$ cat config.mk
export PLATFORM = sky130hd
export DESIGN_NAME = key_mmio_peripheral_flat
export DESIGN_NICKNAME = d
export VERILOG_FILES = /design/src/rtl/key_mmio_pkg.sv /design/src/rtl/key_mmio_if.sv /design/src/rtl/key_mmio_peripheral_debounce.sv /design/src/rtl/key_mmio_peripheral.sv /design/src/flat_wrapper.sv
export SDC_FILE = /design/constraint.sdc
export NUM_CORES = 1
export LEC_CHECK = 0
export ABC_AREA = 0
export CORE_UTILIZATION = 25
export CTS_CLUSTER_SIZE = 10
export DETAILED_ROUTE_END_ITERATION = 10
export GPL_TIMING_DRIVEN = 0
export MAX_ROUTING_LAYER = met4
export PLACE_DENSITY = 0.45
export SYNTH_ARGS = -nofsm -noshare
export SYNTH_HDL_FRONTEND = slang
export SYNTH_SLANG_ARGS = --single-unit
export TNS_END_PERCENT = 100
$ cat constraint.sdc
create_clock -name clk -period 3.85 [get_ports clk]
set_input_delay 0.5775 -clock clk [delete_from_list [all_inputs] [get_ports clk]]
set_output_delay 0.5775 -clock clk [all_outputs]
set_load 0.05 [all_outputs]
$ cat src/rtl/key_mmio_pkg.sv
// Shared constants and helpers for the KEY push-button MMIO peripheral.
// Register indices, bus widths and the press-count width live here.
package key_mmio_pkg;

  localparam int KEY_ADDR_W  = 3;
  localparam int KEY_DATA_W  = 32;
  localparam int KEY_COUNT_W = 16;

  typedef logic [KEY_ADDR_W-1:0]  key_addr_t;
  typedef logic [KEY_DATA_W-1:0]  key_data_t;
  typedef logic [KEY_COUNT_W-1:0] key_count_t;

  localparam key_addr_t KEY_REG_LEVEL    = 3'd0;
  localparam key_addr_t KEY_REG_PRESSED  = 3'd1;
  localparam key_addr_t KEY_REG_RELEASED = 3'd2;
  localparam key_addr_t KEY_REG_COUNT    = 3'd3;
  localparam key_addr_t KEY_REG_IRQ_MASK = 3'd4;

  localparam key_count_t KEY_COUNT_MAX = '1;

  function automatic logic [3:0] key_popcount(
    input logic [7:0] v
  );
    logic [3:0] n;
    n = '0;
    for (int i = 0; i < 8; i++) begin
      n = n + 4'(v[i]);
    end
    return n;
  endfunction

endpackage

$ cat src/rtl/key_mmio_if.sv
// Processor-side register bus of the KEY peripheral.
// master = processor load/store path, slave = peripheral.
interface key_mmio_if;
  import key_mmio_pkg::*;

  logic      rd_en;
  logic      wr_en;
  key_addr_t addr;
  key_data_t wr_data;
  key_data_t rd_data;
  logic      rd_valid;
  logic      addr_err;

  modport master (
    output rd_en,
    output wr_en,
    output addr,
    output wr_data,
    input  rd_data,
    input  rd_valid,
    input  addr_err
  );

  modport slave (
    input  rd_en,
    input  wr_en,
    input  addr,
    input  wr_data,
    output rd_data,
    output rd_valid,
    output addr_err
  );

endinterface

$ cat src/rtl/key_mmio_peripheral_debounce.sv
// Per-key 2-flop synchronizer plus debounce counter and stable level.
// rise/fall pulse in the same cycle the stable level is updated.
module key_debounce #(
  parameter int DEBOUNCE_CYCLES = 250000,
  parameter int CNT_W           = 18
) (
  input  logic clk,
  input  logic rst,
  input  logic key_n,
  output logic stable,
  output logic rise,
  output logic fall
);

  localparam logic [CNT_W-1:0] LAST = CNT_W'(DEBOUNCE_CYCLES - 1);

  logic             meta_n;
  logic             sync_n;
  logic             sync;
  logic             hit;
  logic [CNT_W-1:0] cnt;

  assign sync = ~sync_n;
  assign hit  = (sync != stable) && (cnt == LAST);
  assign rise = hit & sync;
  assign fall = hit & ~sync;

  always_ff @(posedge clk) begin
    if (!rst) begin
      meta_n <= 1'b1;
      sync_n <= 1'b1;
      stable <= 1'b0;
      cnt    <= '0;
    end else begin
      meta_n <= key_n;
      sync_n <= meta_n;
      if (sync == stable) begin
        cnt <= '0;
      end else if (hit) begin
        stable <= sync;
        cnt    <= '0;
      end else begin
        cnt <= cnt + 1'b1;
      end
    end
  end

endmodule

$ cat src/rtl/key_mmio_peripheral.sv
// KEY push-button MMIO peripheral: debounced levels, W1C flags, press count.
// Define KEY_MMIO_IRQ_EN to enable IRQ_MASK and the irq output.
module key_mmio_peripheral
  import key_mmio_pkg::*;
#(
  parameter int NUM_KEYS        = 4,
  parameter int DEBOUNCE_CYCLES = 250000,
  parameter int CNT_W           = 18
) (
  input  logic                clk,
  input  logic                rst,
  input  logic [NUM_KEYS-1:0] key_n,
  key_mmio_if.slave           bus,
  output logic                irq
);

  logic [NUM_KEYS-1:0] level;
  logic [NUM_KEYS-1:0] rise;
  logic [NUM_KEYS-1:0] fall;
  logic [NUM_KEYS-1:0] pressed;
  logic [NUM_KEYS-1:0] released;
  logic [NUM_KEYS-1:0] irq_mask;
  logic [NUM_KEYS-1:0] wr_bits;
  key_count_t          press_count;
  key_count_t          count_next;
  logic [KEY_COUNT_W:0] count_sum;
  logic [3:0]          n_rise;

  for (genvar k = 0; k < NUM_KEYS; k++) begin : g_key
    key_debounce #(
      .DEBOUNCE_CYCLES(DEBOUNCE_CYCLES),
      .CNT_W          (CNT_W)
    ) u_debounce (
      .clk   (clk),
      .rst   (rst),
      .key_n (key_n[k]),
      .stable(level[k]),
      .rise  (rise[k]),
      .fall  (fall[k])
    );
  end

  logic sel_level;
  logic sel_pressed;
  logic sel_released;
  logic sel_count;
  logic sel_mask;
  logic mapped;

  assign sel_level    = bus.addr == KEY_REG_LEVEL;
  assign sel_pressed  = bus.addr == KEY_REG_PRESSED;
  assign sel_released = bus.addr == KEY_REG_RELEASED;
  assign sel_count    = bus.addr == KEY_REG_COUNT;
  assign sel_mask     = bus.addr == KEY_REG_IRQ_MASK;
  assign mapped       = bus.addr <= KEY_REG_IRQ_MASK;
  assign wr_bits      = bus.wr_data[NUM_KEYS-1:0];

  logic unused_wr;
  assign unused_wr = ^bus.wr_data[KEY_DATA_W-1:NUM_KEYS];

  // Clear-write and new presses in the same cycle: presses still count.
  assign n_rise = key_popcount(8'(rise));

  always_comb begin
    count_sum = '0;
    if (!(bus.wr_en && sel_count)) begin
      count_sum = {1'b0, press_count};
    end
    count_sum  = count_sum + (KEY_COUNT_W+1)'(n_rise);
    count_next = count_sum[KEY_COUNT_W] ? KEY_COUNT_MAX
                                        : count_sum[KEY_COUNT_W-1:0];
  end

  logic [NUM_KEYS-1:0] clr_pressed;
  logic [NUM_KEYS-1:0] clr_released;

  assign clr_pressed  = (bus.wr_en && sel_pressed)  ? wr_bits : '0;
  assign clr_released = (bus.wr_en && sel_released) ? wr_bits : '0;

  always_ff @(posedge clk) begin
    if (!rst) begin
      pressed     <= '0;
      released    <= '0;
      press_count <= '0;
    end else begin
      pressed     <= (pressed & ~clr_pressed) | rise;
      released    <= (released & ~clr_released) | fall;
      press_count <= count_next;
    end
  end

`ifdef KEY_MMIO_IRQ_EN
  always_ff @(posedge clk) begin
    if (!rst) begin
      irq_mask <= '0;
      irq      <= 1'b0;
    end else begin
      if (bus.wr_en && sel_mask) begin
        irq_mask <= wr_bits;
      end
      irq <= |(pressed & irq_mask);
    end
  end
`else
  assign irq_mask = '0;
  assign irq      = 1'b0;
`endif

  key_data_t rd_next;
  key_data_t rd_data_q;
  logic      rd_valid_q;
  logic      addr_err_q;

  always_comb begin
    rd_next = '0;
    unique case (1'b1)
      sel_level:    rd_next[NUM_KEYS-1:0]    = level;
      sel_pressed:  rd_next[NUM_KEYS-1:0]    = pressed;
      sel_released: rd_next[NUM_KEYS-1:0]    = released;
      sel_count:    rd_next[KEY_COUNT_W-1:0] = press_count;
      sel_mask:     rd_next[NUM_KEYS-1:0]    = irq_mask;
      default:      rd_next = '0;
    endcase
  end

  always_ff @(posedge clk) begin
    if (!rst) begin
      rd_data_q  <= '0;
      rd_valid_q <= 1'b0;
      addr_err_q <= 1'b0;
    end else begin
      rd_valid_q <= bus.rd_en;
      addr_err_q <= (bus.rd_en | bus.wr_en) & ~mapped;
      if (bus.rd_en) begin
        rd_data_q <= rd_next;
      end
    end
  end

  assign bus.rd_data  = rd_data_q;
  assign bus.rd_valid = rd_valid_q;
  assign bus.addr_err = addr_err_q;

endmodule

$ cat src/flat_wrapper.sv
// flat-port wrapper written by rule: the top's interface ports become plain ports
module key_mmio_peripheral_flat import key_mmio_pkg::*;
#(
  parameter int NUM_KEYS        = 4,
  parameter int DEBOUNCE_CYCLES = 250000,
  parameter int CNT_W           = 18
)
  (clk, rst, key_n, irq, bus_rd_en, bus_wr_en, bus_addr, bus_wr_data, bus_rd_data, bus_rd_valid, bus_addr_err);
  key_mmio_if bus_i ();
  input  logic clk;
  input  logic rst;
  input  logic [NUM_KEYS-1:0] key_n;
  output logic irq;
  input wire logic [$bits(bus_i.rd_en)-1:0] bus_rd_en;
  input wire logic [$bits(bus_i.wr_en)-1:0] bus_wr_en;
  input wire logic [$bits(bus_i.addr)-1:0] bus_addr;
  input wire logic [$bits(bus_i.wr_data)-1:0] bus_wr_data;
  output wire logic [$bits(bus_i.rd_data)-1:0] bus_rd_data;
  output wire logic [$bits(bus_i.rd_valid)-1:0] bus_rd_valid;
  output wire logic [$bits(bus_i.addr_err)-1:0] bus_addr_err;
  assign bus_i.rd_en = bus_rd_en;
  assign bus_i.wr_en = bus_wr_en;
  assign bus_i.addr = bus_addr;
  assign bus_i.wr_data = bus_wr_data;
  assign bus_rd_data = bus_i.rd_data;
  assign bus_rd_valid = bus_i.rd_valid;
  assign bus_addr_err = bus_i.addr_err;
  key_mmio_peripheral #(.NUM_KEYS(NUM_KEYS), .DEBOUNCE_CYCLES(DEBOUNCE_CYCLES), .CNT_W(CNT_W)) u_core (.clk(clk), .rst(rst), .key_n(key_n), .bus(bus_i), .irq(irq));
endmodule
======== Yosys cells after proc, flatten, opt, wreduce, memory -nomap -nowiden ========
Index checks and enable logic that the tools add are counted.
W data, S select, Z words.
cells by class
  muxes and demuxes ....................... 6
  bitwise logic cells ..................... 26
  equal/unequal tests ..................... 15
  add/sub/neg operators ................... 8
  reductions and logical operators ........ 16
  magnitude comparators ................... 1
operators by type and width
  kind                     number
  $add A18 B1 Y18 const B  4
  $eq A18 B18 Y1 const B   4
  $mux W16                 2
  $add A16 B4 Y17          1
  $pmux W4 S4              1
  $mux W12                 1
  $reduce_or A3 Y1         4
  $not A1 Y1               10
  $and A1 B1 Y1            9
  $add A4 B1 Y4            2
  $and A4 B4 Y4            2
  $mux W4                  2
  $not A4 Y4               2
  $or A4 B4 Y4             2
  $reduce_and A2 Y1        4
  $logic_and A1 B1 Y1      7
  $eq A3 B2 Y1 const B     2
  $eq A1 B1 Y1             4
  $ne A1 B1 Y1             4
  $eq A3 B1 Y1 const B     1
  $le A3 B3 Y1 const B     1
  $logic_not A3 Y1         1
  $add A1 B1 Y2            1
  $or A1 B1 Y1             1
storage, ports and cells
  register bits after elaboration ......... 126
  input bits .............................. 43

======== Depth between registers and ports, before layout ========
Gate-level depths: netlist of the first run.
  word-level depth ........................ 9
  depth in mapped cells ................... 14

======== Cells and area by module ========
A second synthesis of the first run with hierarchy kept.
unflattened totals
  cells, all modules ...................... 651
  area, all modules ....................... 5,910.7 µm²
modules (own cells, without submodules)
  module               seq. area each (µm²)  times used  area each (µm²)  cells each
  key_debounce         420.4                 4           952.2            105
  key_mmio_peripheral  840.8                 1           2,102.0          231

======== Worst setup path after synthesis of the first run ========
No wires, ideal clock.
  path kind ............................... register to register
  start ................................... reg u_core.g_key[3].u_debounce.cnt[0]
  end ..................................... reg u_core.press_count[11]
  clock period less this slack ............ 4.025 ns
  setup time .............................. 0.126 ns
  arrival ................................. 3.899 ns
  path buffers ............................ 0
  cell stages (with the launch flop) ...... 13
  setup slack ............................. -0.175 ns
  path through ............................ dfxtp_1 -> ha_1 -> nand3_2 -> or4_4 -> or4_4 -> fa_1 -> inv_1 -> ha_1 -> fa_1 -> a21oi_1 -> nor3_1 -> a211oi_1 -> a211oi_1
on the way
  cells in the longest elaborated chain, start to end .. 6
RTL lines
  what                      RTL line                            RTL
  start: declaration        key_mmio_peripheral_debounce.sv:21  logic [CNT_W-1:0] cnt;
  start signal: assignment  key_mmio_peripheral_debounce.sv:43  cnt <= cnt + 1'b1;
  $eq A18 B18 Y1            key_mmio_peripheral_debounce.sv:24  assign hit = (sync != stable) && (cnt == LAST);
  $logic_and A1 B1 Y1       key_mmio_peripheral_debounce.sv:24
  $and A1 B1 Y1             key_mmio_peripheral_debounce.sv:25  assign rise = hit & sync;
  $add A4 B1 Y4             key_mmio_pkg.sv:27                  n = n + 4'(v[i]);
  $add A16 B4 Y17           key_mmio_peripheral.sv:69           count_sum = count_sum + (KEY_COUNT_W+1)'(n_rise);
  $mux W16                  key_mmio_peripheral.sv:70           count_next = count_sum[KEY_COUNT_W] ? KEY_COUNT_MAX
  end signal: assignment    key_mmio_peripheral.sv:88           press_count <= count_next;
  end: declaration          key_mmio_peripheral.sv:24           key_count_t press_count;
Every way passes these cells.
A chain may end at the register's enable or synchronous reset.

======== Worst setup path after layout of the first run ========
  start ................................... reg u_core.g_key[3].u_debounce.cnt[0]
  end ..................................... reg u_core.press_count[5]
The elaborated chain is that of the path after synthesis.

==> run_results.csv, run 1 <==
group,metric,value,unit
logic_synthesis,ys.flop_type,"dfxtp_1",
timing,slew_violations,0,
timing,worst_slack,0.177,ns
cells_and_area,antennaDiodeCount,0,
timing,min_period_over_period,95.4,%
logic_synthesis,syn_inst,666,
cells_and_area,drive_above_1_share,11.3,%
timing,hold_viol,0,
floorplan,die_h,154,um
floorplan,start_util,25.6,%
floorplan,fp.dieArea,0.0239,mm2
worst_setup_path,crit_fanout,8,
worst_setup_path,crit_arrival,4.04,ns
drt,viasPerCell,4.66,
timing,setup_violations,0,
global_routing,overflow,0,
worst_setup_path,crit_family,"simple AND/OR/NAND/NOR gates",
logic_synthesis,yosys_warnings,0,
logic_synthesis,synth_edf_count,0,
timing,post-route-min-period,3.67,ns
timing,slew_headroom,34.3,%
power,max-vdd-ir-drop,208,uV
global_routing,grt_pass1_vias,4584,
power,p_leak,2.45,nW
drt,drt-initial-drc-count,142,
clock_network,clkSinkCount,126,
clock_network,cts_hold_buf,0,
clock_network,cts_buffers,17,
worst_setup_path,worst_path_largest_cell_delay,0.52,ns
clock_network,clk_path_buf_depth,2,
power,p_per_area,450,mW/mm2
placed_design,io_buffers,29,
logic_synthesis,ys_ff_latch,126,
logic_synthesis,ys_seq_area_share,43.4,%
hold_path,min-delay-start,"u_core.g_key[2].u_debounce.meta_n$_SDFF_PN1_",
timing,clock_skew,0.00756,ns
run,maxCapViolations,0,
drt,wl_per_cell,13.5,um
global_routing,antenna_found_initial,0,
worst_setup_path,critical_path_class,"register to register",
logic_synthesis,yosys.area.top_type,"dfxtp_1",
floorplan,rows,55,
clock_network,cts_max_level,4,
placed_design,dp_slack,-0.492,ns
drt,routed_wl,13900,um
worst_setup_path,crit_start,"u_core.g_key[3].u_debounce.cnt[0]$_SDFF_PP0_",
floorplan,core-area,0.0227,mm2
clock_network,cts_root_buf,"clkbuf_16",
logic_synthesis,syn_area,0.00581,mm2
power,total_power,3.31,mW
drt,vias,4806,
cells_and_area,final_cell_mix,"dfxtp_1 (124), nor2_1 (84), a21oi_1 (52)",
cells_and_area,area_delta_synth_final,26.6,%
drt,drc_errors,0,
placed_design,gp_congestion,0.770,
worst_setup_path,slowest_stage,"or4_4",
placed_design,hpwl,9790,um
logic_synthesis,synth_area_per_cell,8.72,um2
worst_setup_path,worstPathRequired,4.21,ns
floorplan,io_pins,78,
global_routing,grt_pass1_wl,23600,um
logic_synthesis,async_flop_share,0,%
floorplan,die_x,154,um
timing,max_freq,272,MHz
cells_and_area,final_nets,787,
logic_synthesis,synthTopCellsByArea,"dfxtp_1 (43%), nor2_1 (5.4%), xnor2_1 (4.8%), a21oi_1 (4.7%), nand3_1 (2.9%)",
worst_setup_path,crit_chain,"ha_4 -> nand3_2 -> or4_4 -> or4_4 -> fa_1 -> inv_1 -> ha_2 -> fa_2 -> a21oi_4 -> buf_12 -> nor4b_4 -> nor3b_4 -> o21a_1",
logic_synthesis,netlist.area_leader.share,43.4,%
clock_network,cts.clk_slew.worst_paths,0.06,ns
worst_setup_path,worstReg2RegStart,"u_core.g_key[3].u_debounce.cnt[0]$_SDFF_PP0_",
clock_network,clk_latency,0.42,ns
global_routing,grt_max_degree,17,
cells_and_area,final_common_cell,"dfxtp_1",
drt,firstDrtPassIters,4,
hold_path,hold_path_class,"register to register",
logic_synthesis,ys_types,49,
global_routing,grt_usage,13.0,%
worst_setup_path,cp_common_cell,"or4_4",
run_status,status,"complete, no violations",
drt,ant_nets,0,
worst_setup_path,critPathCaptureType,"register",
worst_setup_path,cp_num_buf_inv,2,
clock_network,cts_tree,"built",
worst_setup_path,start_kind,"register",
timing,tightest_slew,0.972,ns
timing,rsz0062_at_grt,"no",
[synthesized netlist by cell type, types with 13 or more instances]
master    count
a21oi_1      54
and3_1       16
buf_4        19
clkbuf_1     15
dfxtp_1     126
inv_1        14
nand2_1      45
nand3_1      34
nand4_1      17
nor2_1       84
nor2b_1      17
nor3_1       13
o21ai_0      16
or3_1        16
xnor2_1      32
xor2_1       19
[metrics by stage]
stage | util, % | hold WS, ns | std cells | area (um2) | TNS [ns]
global route | 32.4 | 0.423 | 1031 | 7350 | 0
finish | 32.4 | 0.404 | 1031 | 7350 | 0
floorplan | - | 0.386 | 682 | 5880 | 0
CTS | 32.1 | 0.406 | 1029 | 7290 | 0
global placement | 28.7 | 0.388 | 996 | 6530 | -4.29
detailed placement | 28.7 | 0.393 | 996 | 6530 | -4.61
[worst register-to-register path, cell delays in order, from the launching register on]
cell	delay, ns
dfxtp_4	0.37
ha_4	0.15
nand3_2	0.10
or4_4	0.47
or4_4	0.53
fa_1	0.48
inv_1	0.07
ha_2	0.20
fa_2	0.25
a21oi_4	0.07
buf_12	0.15
nor4b_4	0.27
nor3b_4	0.34
o21a_1	0.17
[logic make-up (layout without fill, tap and decap cells)]
| family | Yosys count | after routing | synth area share (%) |
|---|---|---|---|
| compound gates | 110 | 110 | 11.4 |
| buf+inv | 50 | 114 | 4.50 |
| mux | 5 | 5 | 1.72 |
| fa+ha+maj | 11 | 11 | 2.63 |
| flops | 126 | 126 | 43.4 |
| other cells | 1 | 17 | 0.0645 |
| xor+xnor | 51 | 51 | 7.69 |
| simple gates | 312 | 312 | 28.6 |
[cell type report]
type                            instances  area, um2
Timing Repair Buffer                   32        329
Clock inverter                         10        206
Buffer                                 36        209
Sequential cell                       126       2530
Inverter                               14       52.6
Tap cell                              285        357
Multi-Input combinational cell        506       3190
Clock buffer                           22        484
Fill cell                            2380      15400
[where the power goes]
group          total [mW]  switching [mW]  internal, mW
Clock                1.88           0.596          1.28
Combinational       0.119          0.0832        0.0359
Sequential           1.31         0.00362          1.31
Total                3.31           0.682          2.63
[sequential cells by signal, summed over array words and instances (netlist names)]
name and count:
u_core.g_key.u_debounce.stable 4, u_core.bus.rd_data 16, u_core.g_key.u_debounce.sync_n 4, u_core.bus.addr_err 1
u_core.pressed 4, u_core.bus.rd_valid 1, u_core.g_key.u_debounce.meta_n 4, u_core.released 4
u_core.g_key.u_debounce.cnt 72, u_core.press_count 16
[worst paths after layout]
check / slack (ns) / endpoint / cells past startpoint
worst min register to register: 0.40 / u_core.g_key[2].u_debounce.sync_n$_SDFF_PN1_ / 1
worst max register to register: 0.18 / u_core.press_count[5]$_SDFF_PN0_ / 13
worst min-delay path: 0.40 / u_core.g_key[2].u_debounce.sync_n$_SDFF_PN1_ / 1
worst max-delay path: 0.18 / u_core.press_count[5]$_SDFF_PN0_ / 13
[what timing repair did]
| action | 4_1_cts | 5_1_grt |
|---|---|---|
| resized for setup | 14 | 7 |
| setup endpoints to repair | 16 | 16 |
| setup buffers | 1 | 2 |
| endpoints found under the hold margin | 0 | 0 |
| cloned | 0 | 0 |
| pin swaps | 3 | 3 |
[routing by layer]
metal,vias up,share of wire [%],track usage [%]
met2,62,44,19.3
met4,0,1.1,4.43
li1,2485,-,-
met3,9,3.2,3.45
met5,-,0,-
met1,2250,51,16.9
(Power assumes the default switching activity.)
==> run 2, diff against run 1 <==
SLEW_MARGIN = 20   (was default)
==> results of run 2 <==
Final layout, timing and power as in run 1 (identical DEF).
==> run 3, diff against run 2 <==
DONT_BUFFER_PORTS = 1   (was default)
PLACE_DENSITY = 0.41   (was 0.45)
==> run 3 against run 2 <==
Compared with the run above:
- global-route usage decreased by 0.73 points
- worst setup slack worse by 0.018 ns
- sequential power barely moved
- critical endpoint is now u_core.press_count[10]$_SDFF_PN0_
- largest cell class unchanged
==> run_results.csv, run 3 (synthesis results as in run 1) <==
group,metric,value,unit
run_status,status,"complete, no violations",
worst_setup_path,worstReg2RegStart,"u_core.g_key[3].u_debounce.cnt[0]$_SDFF_PP0_",
timing,clock_skew,0.0120,ns
power,total_power,2.99,mW
cells_and_area,largest_reg_flops,72,
worst_setup_path,worst_path_largest_cell_delay,0.55,ns
clock_network,cts_buffers,17,
worst_setup_path,rrSetupSlack,0.16,ns
hold_path,hold_path_class,"input pin to register",
floorplan,rows,55,
worst_setup_path,cp_num_buf_inv,2,
clock_network,cts_tree,"built",
global_routing,grt_usage,12.3,%
drt,routed_wl,13800,um
power,max-vdd-ir-drop,234,uV
timing,post-route-min-period,3.69,ns
power,p_per_area,431,mW/mm2
global_routing,overflow,0,
worst_setup_path,crit_family,"adder cells",
worst_setup_path,start_kind,"register",
placed_design,io_buffers,0,
cells_and_area,final_common_cell,"dfxtp_1",
worst_setup_path,critPathCaptureType,"register",
timing,rsz0062_at_grt,"no",
clock_network,cts.clk_slew.worst_paths,0.06,ns
worst_setup_path,critical_path_class,"register to register",
cells_and_area,fill_cells,2389,
worst_setup_path,crit_arrival,4.03,ns
clock_network,clkSinkCount,126,
global_routing,grt_max_degree,17,
cells_and_area,post-route-util,30.6,%
floorplan,core-area,0.0227,mm2
cells_and_area,final_cell_mix,"dfxtp_1 (124), nor2_1 (84), a21oi_1 (52)",
cells_and_area,instances_no_fill,1002,
timing,hold_ws,0.255,ns
timing,max_freq,271,MHz
worst_setup_path,worstPathRequired,4.19,ns
cells_and_area,antennaDiodeCount,0,
global_routing,antenna_found_initial,0,
hold_path,min_to,"u_core.g_key[1].u_debounce.meta_n$_SDFF_PN1_",
worst_setup_path,crit_chain,"ha_4 -> nand3_2 -> or4_4 -> or4_4 -> fa_1 -> inv_1 -> ha_2 -> fa_2 -> buf_4 -> a21oi_2 -> nor4b_2 -> xnor2_1 -> o21ai_0",
worst_setup_path,slowest_stage,"fa_1",
timing,slew_violations,0,
clock_network,clk_path_buf_depth,2,
worst_setup_path,cp_common_cell,"or4_4",
drt,viasPerCell,4.74,
cells_and_area,area_delta_synth_final,19.4,%
run,maxCapViolations,0,
placed_design,dpl.cell_count,967,
global_routing,grt_pass1_wl,22500,um
timing,min_period_over_period,95.9,%
cells_and_area,final_nets,759,
placed_design,hpwl,9850,um
clock_network,cts_root_buf,"clkbuf_16",
timing,setup_violations,0,
cells_and_area,register_area,0.00253,mm2
timing,tightest_slew,0.942,ns
floorplan,die_x,154,um
hold_path,min-delay-start,"key_n[1]",
drt,vias,4749,
floorplan,start_util,25.6,%
cells_and_area,top_register,"u_core.g_key.u_debounce.cnt",
floorplan,io_pins,78,
worst_setup_path,r2r_cells,13,
floorplan,fp.dieArea,0.0239,mm2
placed_design,gp_congestion,0.792,
power,p_leak,2.27,nW
clock_network,cts_max_level,4,
clock_network,clk_latency,0.42,ns
hold_path,hold_depth,1,
drt,wl_per_cell,13.7,um
drt,drc_errors,0,
global_routing,grt_pass1_vias,4455,
drt,ant_nets,0,
timing,slew_headroom,36.3,%
floorplan,die_h,154,um
cells_and_area,drive_above_1_share,11.2,%
worst_setup_path,worstReg2RegEnd,"u_core.press_count[10]$_SDFF_PN0_",
cells_and_area,multi_input_area,0.00319,mm2
worst_setup_path,crit_fanout,5,
timing,hold_viol,0,
drt,drt-initial-drc-count,186,
drt,firstDrtPassIters,4,
==> run 3: cell types whose count changed in the layout (fill, tap and decap cells not counted), sizes merged <==
| cell | previous run | this run |
|---|---|---|
| clkdlybuf4s50 | 29 | 0 |
| bufinv | 6 | 2 |
| clkbuf | 37 | 40 |
| a21oi | 55 | 56 |
==> run 3: layout make-up <==
| cell class | instances | share of cell area, % |
|---|---|---|
| multi-input combinational | 507 | 46.0 |
| timing repair buffer | 3 | 0.324 |
| clock buffer | 25 | 7.14 |
| sequential | 126 | 36.5 |
| buffer | 36 | 3.01 |
| clock inverter | 6 | 1.19 |
| inverter | 14 | 0.757 |
| tap | 285 | 5.14 |
==> run 3: how the worst max path moves through the flow <==
stage	from	to	slack, ns	cells after the start
floorplan	u_core.g_key[3].u_debounce.cnt[0]$_SDFF_PP0_	u_core.press_count[11]$_SDFF_PN0_	0.04	12
global placement	u_core.g_key[3].u_debounce.cnt[0]$_SDFF_PP0_	u_core.press_count[5]$_SDFF_PN0_	-0.39	12
detailed placement	u_core.g_key[3].u_debounce.cnt[0]$_SDFF_PP0_	u_core.press_count[5]$_SDFF_PN0_	-0.39	12
CTS	u_core.g_key[3].u_debounce.cnt[1]$_SDFF_PP0_	u_core.press_count[11]$_SDFF_PN0_	0.01	12
global route	u_core.g_key[0].u_debounce.cnt[5]$_SDFF_PP0_	u_core.press_count[5]$_SDFF_PN0_	0.01	13
finish	u_core.g_key[3].u_debounce.cnt[0]$_SDFF_PP0_	u_core.press_count[10]$_SDFF_PN0_	0.16	13
==> run 3: layer usage <==
metal | track usage [%] | wire, um | vias up
met1 | 15.7 | 6880 | 2249
met4 | 4.01 | 131 | 0
met2 | 18.3 | 6280 | 75
met3 | 3.70 | 484 | 13
li1 | - | - | 2412
met5 | - | 0 | -
==> run 3: stage by stage <==
step	TNS, ns	area (um2)	setup slack (ns)
after floorplan	0	5880	0.0397
after global placement	-4.06	6240	-0.389
final	0	6940	0.159
after CTS	0	6900	0.0138
after global routing	0	6940	0.0105
after detailed placement	-3.86	6240	-0.391
==> run 3: power by group <==
part / switching (mW) / internal (mW) / leakage, nW / total [mW]
Clock: 0.563 / 1.01 / 0.283 / 1.58
Combinational: 0.0720 / 0.0244 / 0.965 / 0.0964
Sequential: 0.00772 / 1.31 / 1.02 / 1.32
==> run 3: what timing repair did <==
item                       in CTS  in global routing
hold buffers                    0                  0
setup endpoints to repair      16                 16
cloned                          1                  0
setup buffers                   3                  0
resized for setup              10                 11
pin swaps                       3                  5
==> run 3: worst reg2reg max path, delay by kind of cell (launching register included) <==
| family | cells | cell delay (ns) |
|---|---|---|
| simple gates | 4 | 1.19 |
| flops | 1 | 0.37 |
| compound gates | 2 | 0.38 |
| xor+xnor | 1 | 0.14 |
| fa+ha+maj | 4 | 1.34 |
| buf+inv | 2 | 0.20 |
